File: src/rtl/dff_arb_pkg.sv
`default_nettype none
// ============================================================================
// Module   : dff_arb_pkg
// Purpose  : Shared types and default constants for the DFF write arbiter.
//            arb_state_t - arbiter FSM states (LOCKED is only reached when the
//                          design is built with ARB_LOCK_EN defined).
//            N_REQ_DEF   - default number of requesters.
//            WIDTH_DEF   - default width of the shared register.
// Revision : 1.0 - initial release
// ============================================================================
package dff_arb_pkg;

   localparam int N_REQ_DEF = 4;
   localparam int WIDTH_DEF = 8;

   typedef enum logic [1:0] {
      IDLE   = 2'd0,
      GRANT  = 2'd1,
      LOCKED = 2'd2
   } arb_state_t;

endpackage : dff_arb_pkg
`default_nettype wire

File: src/rtl/dff_write_arbiter_rr_pick.sv
`default_nettype none
// ============================================================================
// Module   : rr_pick
// Purpose  : Combinational round-robin picker. Returns the first set bit of
//            req, searching upward from ptr and wrapping N_REQ-1 -> 0.
// Ports    : req     [N_REQ-1:0] in  - request vector
//            ptr     [PTR_W-1:0] in  - search start index (always < N_REQ)
//            winner  [PTR_W-1:0] out - index of the selected requester
//            any_req             out - at least one request is pending
// Revision : 1.0 - initial release
// ============================================================================
module rr_pick
   import dff_arb_pkg::*;
#(
   parameter int N_REQ = N_REQ_DEF,
   parameter int PTR_W = $clog2(N_REQ)
) (
   input  logic [N_REQ-1:0] req,
   input  logic [PTR_W-1:0] ptr,
   output logic [PTR_W-1:0] winner,
   output logic             any_req
);

   always_comb begin
      int idx;
      idx     = 0;
      winner  = '0;
      any_req = 1'b0;
      for (int i = 0; i < N_REQ; i++) begin
         // Wrap explicitly so non-power-of-2 N_REQ never indexes past the end.
         idx = int'(ptr) + i;
         if (idx >= N_REQ) begin
            idx = idx - N_REQ;
         end
         if (!any_req && req[idx]) begin
            any_req = 1'b1;
            winner  = PTR_W'(idx);
         end
      end
   end

endmodule : rr_pick
`default_nettype wire

File: src/rtl/dff_write_arbiter.sv
`default_nettype none
// ============================================================================
// Module   : dff_write_arbiter
// Purpose  : Round-robin write arbiter owning one shared WIDTH-bit register.
//            A requester is granted for one cycle (IDLE -> GRANT); if it still
//            requests in that cycle its wdata slice is loaded into q.
// Ports    : clk, rst_n (sync, active-low)
//            req   [N_REQ-1:0]       in  - per-requester request
//            wdata [N_REQ*WIDTH-1:0] in  - per-requester write data
//            lock  [N_REQ-1:0]       in  - burst lock (ARB_LOCK_EN only)
//            gnt   [N_REQ-1:0]       out - registered one-hot grant
//            q / qbar [WIDTH-1:0]    out - shared register and its inverse
//            q_valid                 out - pulse after each register load
//            last_src                out - requester whose data is in q
// Config   : ARB_LOCK_EN - adds the lock port and the LOCKED burst state.
// Revision : 1.0 - initial release
// ============================================================================
module dff_write_arbiter
   import dff_arb_pkg::*;
#(
   parameter int N_REQ = N_REQ_DEF,
   parameter int WIDTH = WIDTH_DEF
) (
   input  logic                     clk,
   input  logic                     rst_n,
   input  logic [N_REQ-1:0]         req,
   input  logic [N_REQ*WIDTH-1:0]   wdata,
`ifdef ARB_LOCK_EN
   input  logic [N_REQ-1:0]         lock,
`endif
   output logic [N_REQ-1:0]         gnt,
   output logic [WIDTH-1:0]         q,
   output logic [WIDTH-1:0]         qbar,
   output logic                     q_valid,
   output logic [$clog2(N_REQ)-1:0] last_src
);

   localparam int               PTR_W    = $clog2(N_REQ);
   localparam logic [PTR_W-1:0] LAST_IDX = PTR_W'(N_REQ - 1);

   arb_state_t       state_q, state_d;
   logic [PTR_W-1:0] ptr_q, ptr_d;
   logic [PTR_W-1:0] win_q, win_d;
   logic [N_REQ-1:0] gnt_q, gnt_d;
   logic [WIDTH-1:0] q_q, q_d;
   logic             q_valid_q, q_valid_d;
   logic [PTR_W-1:0] last_src_q, last_src_d;

   logic [PTR_W-1:0] pick_winner;
   logic             pick_any;
   logic [PTR_W-1:0] ptr_next;
   logic             hold_burst;

   rr_pick #(
      .N_REQ (N_REQ),
      .PTR_W (PTR_W)
   ) u_rr_pick (
      .req     (req),
      .ptr     (ptr_q),
      .winner  (pick_winner),
      .any_req (pick_any)
   );

   // Pointer always moves to the slot after the last granted requester,
   // whether or not its write actually happened.
   assign ptr_next = (win_q == LAST_IDX) ? '0 : win_q + PTR_W'(1);

   // A burst continues only while the owner keeps both req and lock high.
`ifdef ARB_LOCK_EN
   assign hold_burst = req[win_q] & lock[win_q];
`else
   assign hold_burst = 1'b0;
`endif

   always_comb begin
      state_d    = state_q;
      ptr_d      = ptr_q;
      win_d      = win_q;
      gnt_d      = gnt_q;
      q_d        = q_q;
      q_valid_d  = 1'b0;
      last_src_d = last_src_q;

      case (state_q)
         IDLE: begin
            gnt_d = '0;
            if (pick_any) begin
               win_d              = pick_winner;
               gnt_d[pick_winner] = 1'b1;
               state_d            = GRANT;
            end
         end

         GRANT: begin
            if (req[win_q]) begin
               q_d        = wdata[int'(win_q)*WIDTH +: WIDTH];
               last_src_d = win_q;
               q_valid_d  = 1'b1;
            end
            if (hold_burst) begin
               state_d = LOCKED;
            end else begin
               gnt_d   = '0;
               ptr_d   = ptr_next;
               state_d = IDLE;
            end
         end

         default: begin
            // LOCKED (only reachable with ARB_LOCK_EN); any other encoding
            // simply falls back to IDLE.
            if (hold_burst) begin
               q_d        = wdata[int'(win_q)*WIDTH +: WIDTH];
               last_src_d = win_q;
               q_valid_d  = 1'b1;
            end else begin
               gnt_d   = '0;
               ptr_d   = ptr_next;
               state_d = IDLE;
            end
         end
      endcase
   end

   always_ff @(posedge clk) begin
      if (!rst_n) begin
         state_q    <= IDLE;
         ptr_q      <= '0;
         win_q      <= '0;
         gnt_q      <= '0;
         q_q        <= '0;
         q_valid_q  <= 1'b0;
         last_src_q <= '0;
      end else begin
         state_q    <= state_d;
         ptr_q      <= ptr_d;
         win_q      <= win_d;
         gnt_q      <= gnt_d;
         q_q        <= q_d;
         q_valid_q  <= q_valid_d;
         last_src_q <= last_src_d;
      end
   end

   assign gnt      = gnt_q;
   assign q        = q_q;
   assign qbar     = ~q_q;
   assign q_valid  = q_valid_q;
   assign last_src = last_src_q;

endmodule : dff_write_arbiter
`default_nettype wire

File: config.mk
export PLATFORM = sky130hd
export DESIGN_NAME = dff_write_arbiter
export DESIGN_NICKNAME = d
export VERILOG_FILES = /design/src/rtl/dff_arb_pkg.sv /design/src/rtl/dff_write_arbiter_rr_pick.sv /design/src/rtl/dff_write_arbiter.sv
export SDC_FILE = /design/constraint.sdc
export NUM_CORES = 1
export LEC_CHECK = 0
export CAP_MARGIN = 15
export CORE_MARGIN = 8
export CORE_UTILIZATION = 23
export CTS_CLUSTER_DIAMETER = 40
export CTS_CLUSTER_SIZE = 40
export DETAILED_ROUTE_END_ITERATION = 6
export PLACE_DENSITY_LB_ADDON = 0.12
export SETUP_SLACK_MARGIN = 0.02
export SYNTH_ARGS = -nofsm -noshare
export SYNTH_HDL_FRONTEND = slang
export SYNTH_SLANG_ARGS = --single-unit
File: constraint.sdc
create_clock -name clk -period 1.9 [get_ports clk]
set_input_delay 0.19 -clock clk [delete_from_list [all_inputs] [get_ports clk]]
set_output_delay 0.19 -clock clk [all_outputs]
set_load 0.02 [all_outputs]
### Yosys cells after proc, flatten, opt, wreduce, memory -nomap -nowiden

Index checks and enable logic that the tools add are counted.

| operators by class | value |
|---|---|
| mux-type cells | 30 |
| shifts and indexed selects | 1 |
| reductions and logical operators | 13 |
| order comparisons | 11 |
| bitwise operators | 1 |
| equality and inequality tests | 1 |
| $add $sub $neg | 8 |

Operators by type and width:

| operator | number |
|---|---|
| < comparator 32 x 4 -> 1 bit, second input constant | 4 |
| two-way mux 32 bit | 4 |
| >= comparator 32 x 4 -> 1 bit, second input constant | 3 |
| subtractor 32 x 4 -> 32 bit, second input constant | 3 |
| variable part select 32 x 6 -> 8 bit | 1 |
| two-way mux 1 bit | 15 |
| binary-select mux 1 bit (select 2 bit) | 5 |
| two-way mux 2 bit | 5 |
| inverter 8 bit | 1 |
| AND reduction 2 bit | 4 |
| adder 2 x 2 -> 3 bit, second input constant | 2 |
| < comparator 2 x 3 -> 1 bit, second input constant | 2 |
| logical AND 1 bit | 4 |
| subtractor 2 x 3 -> 4 bit, second input constant | 1 |
| adder 2 x 1 -> 3 bit, second input constant | 1 |
| >= comparator 2 x 3 -> 1 bit, second input constant | 1 |
| logical NOT 1 bit | 3 |
| AND reduction 3 bit | 1 |
| adder 2 x 1 -> 2 bit, second input constant | 1 |
| demux 1 bit (select 2 bit) | 1 |
| == test 2 bit, second input constant | 1 |
| >= comparator 2 x 1 -> 1 bit, second input constant | 1 |
| logical NOT 2 bit | 1 |

| word-level totals | value |
|---|---|
| logic and storage cells | 72 |
| register bits | 20 |
| output and inout bits | 23 |
| input bits | 38 |

### Longest topological paths before layout

| depth | value |
|---|---|
| word-level depth | 19 |
| mapped depth | 6 |
| mapped depth without buffers | 4 |

### Modules after synthesis

Synthesis repeated with hierarchy kept, for this count alone.

| second synthesis, totals | value |
|---|---|
| cells, all modules | 100 |
| area total of the unflattened synthesis | 1076.0 um^2 |

By module, submodules not included:

| module | area each (um^2) | sequential area each (um^2) | instances | cells an instance |
|---|---|---|---|---|
| dff_write_arbiter | 998.5 | 400.4 | 1 | 85 |
| rr_pick | 77.6 | 0.0 | 1 | 15 |

### Least setup slack after synthesis

OpenSTA, ideal clock, no wires.

| path | value |
|---|---|
| path type | flip-flop to flip-flop |
| start point | register win_q[0] |
| end point | register q_q[0] (netlist: q[0]) |
| data required time | 1784 ps |
| slack | 481 ps |
| data arrival time | 1303 ps |
| cell stages (with the launch flop) | 5 |
| period minus slack after synthesis | 1419 ps |
| path buffers | 1 |
| cells stage by stage | dfxtp_1 > buf_4 > mux4_2 > mux2i_1 > nor2b_1 |

| between the ends | value |
|---|---|
| cells in the longest elaborated chain, start to end | 3 |
| elaborated cells on any way between the ends | 4 |
| those cells by class | 1 x shift; 2 x mux; 1 x reduce/logical |

Ends and longest elaborated chain:

| what | RTL line | text |
|---|---|---|
| from (decl) | dff_write_arbiter.sv:43 | `logic [PTR_W-1:0] win_q, win_d;` |
| from (signal assigned) | dff_write_arbiter.sv:137 | `win_q <= win_d;` |
| parallel branches: the longest is 3 deep, another holds variable part select 32 x 6 -> 8 bit | n/a |  |
| to (signal assigned) | dff_write_arbiter.sv:139 | `q_q <= q_d;` |
| to (decl) | dff_write_arbiter.sv:45 | `logic [WIDTH-1:0] q_q, q_d;` |

Several ways; the timed one is not identified. The select of a mux whose other input is x is not followed.
A chain may end at the register's enable or synchronous reset.

### Final worst setup path

| path | value |
|---|---|
| start point | input req[3] |
| end point | register gnt_q[3] (netlist: gnt[3]) |

| between the ends | value |
|---|---|
| cells in the longest elaborated chain, start to end | 17 |
| elaborated cells on any way between the ends | 32 |
| those cells by class | 2 x order compare; 22 x mux; 8 x reduce/logical |

Ends and longest elaborated chain:

| what | RTL line | text |
|---|---|---|
| from (decl) | dff_write_arbiter.sv:26 | `input logic [N_REQ-1:0] req,` |
| binary-select mux 1 bit (select 2 bit) | dff_write_arbiter_rr_pick.sv:35 | `if (!any_req && req[idx]) begin` |
| two-way mux 1 bit (implied by the code) (2 in series) | dff_write_arbiter_rr_pick.sv:35 |  |
| two-way mux 1 bit | dff_write_arbiter_rr_pick.sv:35 |  |
| logical NOT 1 bit | dff_write_arbiter_rr_pick.sv:35 |  |
| logical AND 1 bit | dff_write_arbiter_rr_pick.sv:35 |  |
| two-way mux 1 bit | dff_write_arbiter_rr_pick.sv:35 |  |
| logical NOT 1 bit | dff_write_arbiter_rr_pick.sv:35 |  |
| logical AND 1 bit | dff_write_arbiter_rr_pick.sv:35 |  |
| two-way mux 1 bit | dff_write_arbiter_rr_pick.sv:35 |  |
| logical NOT 1 bit | dff_write_arbiter_rr_pick.sv:35 |  |
| logical AND 1 bit | dff_write_arbiter_rr_pick.sv:35 |  |
| two-way mux 2 bit | dff_write_arbiter_rr_pick.sv:35 |  |
| < comparator 2 x 3 -> 1 bit (implied by the code) or >= comparator 2 x 1 -> 1 bit (tied branches) | dff_write_arbiter.sv:89 | `gnt_d[pick_winner] = 1'b1;` |
| logical AND 1 bit (implied by the code) | dff_write_arbiter.sv:89 |  |
| two-way mux 1 bit (implied by the code) | dff_write_arbiter.sv:89 |  |
| demux 1 bit (select 2 bit) | dff_write_arbiter.sv:89 |  |
| to (signal assigned) | dff_write_arbiter.sv:138 | `gnt_q <= gnt_d;` |
| to (decl) | dff_write_arbiter.sv:44 | `logic [N_REQ-1:0] gnt_q, gnt_d;` |

Several ways; a longest one is shown, not always the timed one. The select of a mux whose other input is x is not followed.

==> flow_metrics.tcl <==
set metrics [dict create \
    cts_setup_buffers 0 \
    cts.repair.resized 0 \
    post-route-min-period_ns 1.48 \
    synth_edf_count 0 \
    io_buffer_count 60 \
    drc 0 \
    setup_viol 0 \
    num_vias 965 \
    crit_chain "clkdlybuf4s50_1 > nor2b_1 > o21a_1 > or4_4 > nor2_1" \
    cts_sinks 20 \
    pre_cts_ws_ns 0.161 \
    p_seq_frac 0.413 \
    finalHoldViolCount 0 \
    synth_cell_types 30 \
    synth_area_um2 1070 \
    antenna_found_initial 0 \
    leakage_nw 0.642 \
    tightestPinTransition_ns 0.451 \
    critPathKind "primary input to flop" \
    clkSlewWorstSetupHoldPaths_ns 0.07 \
    ant_nets 0 \
    ys_warn_count 0 \
    grt_pass1_vias 1041 \
    rsz0062_at_grt "false" \
    clk_latency_ns 0.25 \
    viasPerCell 4.43 \
    htreeDepth 1 \
    p_clk_frac 0.279 \
    cp_slowest_stage_delay_ns 0.59 \
    crit_path_top_delay_cell "clkdlybuf4s50_1" \
    crit_fanout 7 \
    tns_ns 0 \
    die_h_um 84.1 \
    coreArea_um2 4410 \
    drive_gt1_frac 0.114 \
    synth-seq-area-share 0.376 \
    row_count 24 \
    p_sw_frac 0.261 \
    clockBufferDepth 2 \
    cts_buffers 3 \
    run_status "finished, final reports clean" \
    initial_core_util 0.241 \
    dp_hpwl_um 2600 \
    intPower_uw 843 \
    cts-root-buf "clkbuf_8" \
    track_usage 0.0904 \
    relSlewSlack 0.697 \
    overflow 0 \
    num_io_pins 61 \
    vdd_drop_max_v 0.000288 \
    wirelength_um 3160 \
    yosys.area.top_type "dfxtp_1" \
    yosys-top-cells-area "dfxtp_1, mux4_2, mux2i_1" \
    synth_top_area_share 0.376 \
    drt_iter0_drc 46 \
    fp.dieArea_um2 7070 \
    cts_tree "built" \
    total_power_mw 1.14 \
    wl_per_cell_um 14.5 \
    ctsHoldBuffers 0 \
    grt_pass1_wl_um 5200 \
    drt-pass1-iter-count 2 \
    synth_nets 141 \
    num_antenna_cells 0 \
    routabilityCongestion 0.872 \
    powerDensity_nw_per_um2 637 \
    nets 206 \
    worstPathArrival_ns 1.68 \
    synthArstFlopShare 0 \
    start_kind "primary input" \
    grt_max_degree 16 \
    maxSlewViolCount 0 \
    skew_ns 0.000947 \
    end_kind "flop" \
    ys_ff_latch 20 \
    max_clock_freq_mhz 673 \
    power_frac_comb 0.308 \
    die_x_um 84.1 \
    crit_required_ns 2.09 \
    hp-class "flop to flop" \
    cap_violations 0 \
    syn_avg_cell_area_um2 10.5 \
    ys.flop_type "dfxtp_1" \
    syn_to_final_growth_pct 68.2 \
    postSynthCellCount 102 \
    power.switching_uw 298 \
    finalWorstSetupSlack_ns 0.415 \
    fin_crit_sh 0.782 \
    nFillCells 446 \
]
routing by layer:
layer,track usage,up-vias,part of all wire
li1,-,486,-
met5,0,-,0
met4,0.0565,0,0.020
met2,0.136,36,0.45
met1,0.113,439,0.48
met3,0.0215,4,0.042
path summary, 6_finish.rpt:
path,startpoint,to,slack (ns),cells after the start
worst min-delay path,last_src[1],last_src[1],0.50,2
worst min register to register,last_src[1],last_src[1],0.50,2
worst max-delay path,req[3],gnt[3],0.42,5
worst max register to register,win_q[0],q[0],0.46,4
state kept, by name, summed over array words and instances (netlist names):
| register | flops |
|---|---|
| gnt | 4 |
| last_src | 2 |
| ptr_q | 2 |
| q | 8 |
| q_valid | 1 |
| state_q | 1 |
| win_q | 2 |
area by class of cell:
cell class | instances | area [um^2] | share of cell area
timing repair buffer | 65 | 638 | 0.356
multi-input combinational | 67 | 597 | 0.333
sequential | 20 | 400 | 0.223
tap | 52 | 65.1 | 0.0363
clock buffer | 4 | 55.1 | 0.0307
inverter | 10 | 37.5 | 0.0209
cell usage after synthesis (2+ instances only):
library cell	count
dfxtp_1	20
mux2i_1	12
clkbuf_1	2
inv_1	10
nand2b_1	4
nor2b_1	13
nand2_1	2
and2_1	2
mux4_2	8
o21ai_0	2
nor2_1	5
nor3_1	3
a21oi_1	2
cell usage in the layout, fill, tap and decap left out, types with 2 or more instances in the layout:
cell type,count
clkbuf_8,4
nor3_1,3
clkdlybuf4s50_1,60
nor2_1,5
nor2b_1,13
mux2i_1,12
nand2b_1,4
nand2_1,2
o21ai_0,2
a21oi_1,2
inv_1,10
mux4_2,8
and2_1,2
buf_4,5
dfxtp_1,20
through the flow:
| stage | instances | utilization | cell area, um^2 | hold WS, ns |
|---|---|---|---|---|
| 2_1_floorplan | 102 | - | 1070 | 0.318 |
| 3_5_place_dp | 214 | 0.394 | 1740 | 0.495 |
| 6_report | 218 | 0.406 | 1790 | 0.503 |
| 4_1_cts | 218 | 0.406 | 1790 | 0.506 |
| 3_3_place_gp | 214 | 0.394 | 1740 | 0.477 |
| 5_1_grt | 218 | 0.406 | 1790 | 0.539 |
kinds of logic (layout without fill, tap and decap cells):
logic type,Yosys count,after routing,synth area share
and+or+nand+nor,32,32,0.173
muxes,21,21,0.292
DFF,20,20,0.376
buffers and inverters,15,79,0.0646
AOI/OAI and AO/OA,13,13,0.0833
adders and majority gates,1,1,0.0117
worst max-delay path: cells and delay by family:
family / cells / cell delay (ns)
AOI/OAI and AO/OA: 1 / 0.20
buffers and inverters: 1 / 0.59
and+or+nand+nor: 3 / 0.69
power groups by stage:
stage	clock (mW)	sequential, mW	combinational [mW]
global placement	0	0.481	0.353
floorplan	0	0.497	0.164
global route	0.357	0.476	0.381
CTS	0.332	0.472	0.357
detailed placement	0	0.482	0.356
finish	0.318	0.472	0.351
(Power assumes the default switching activity.)
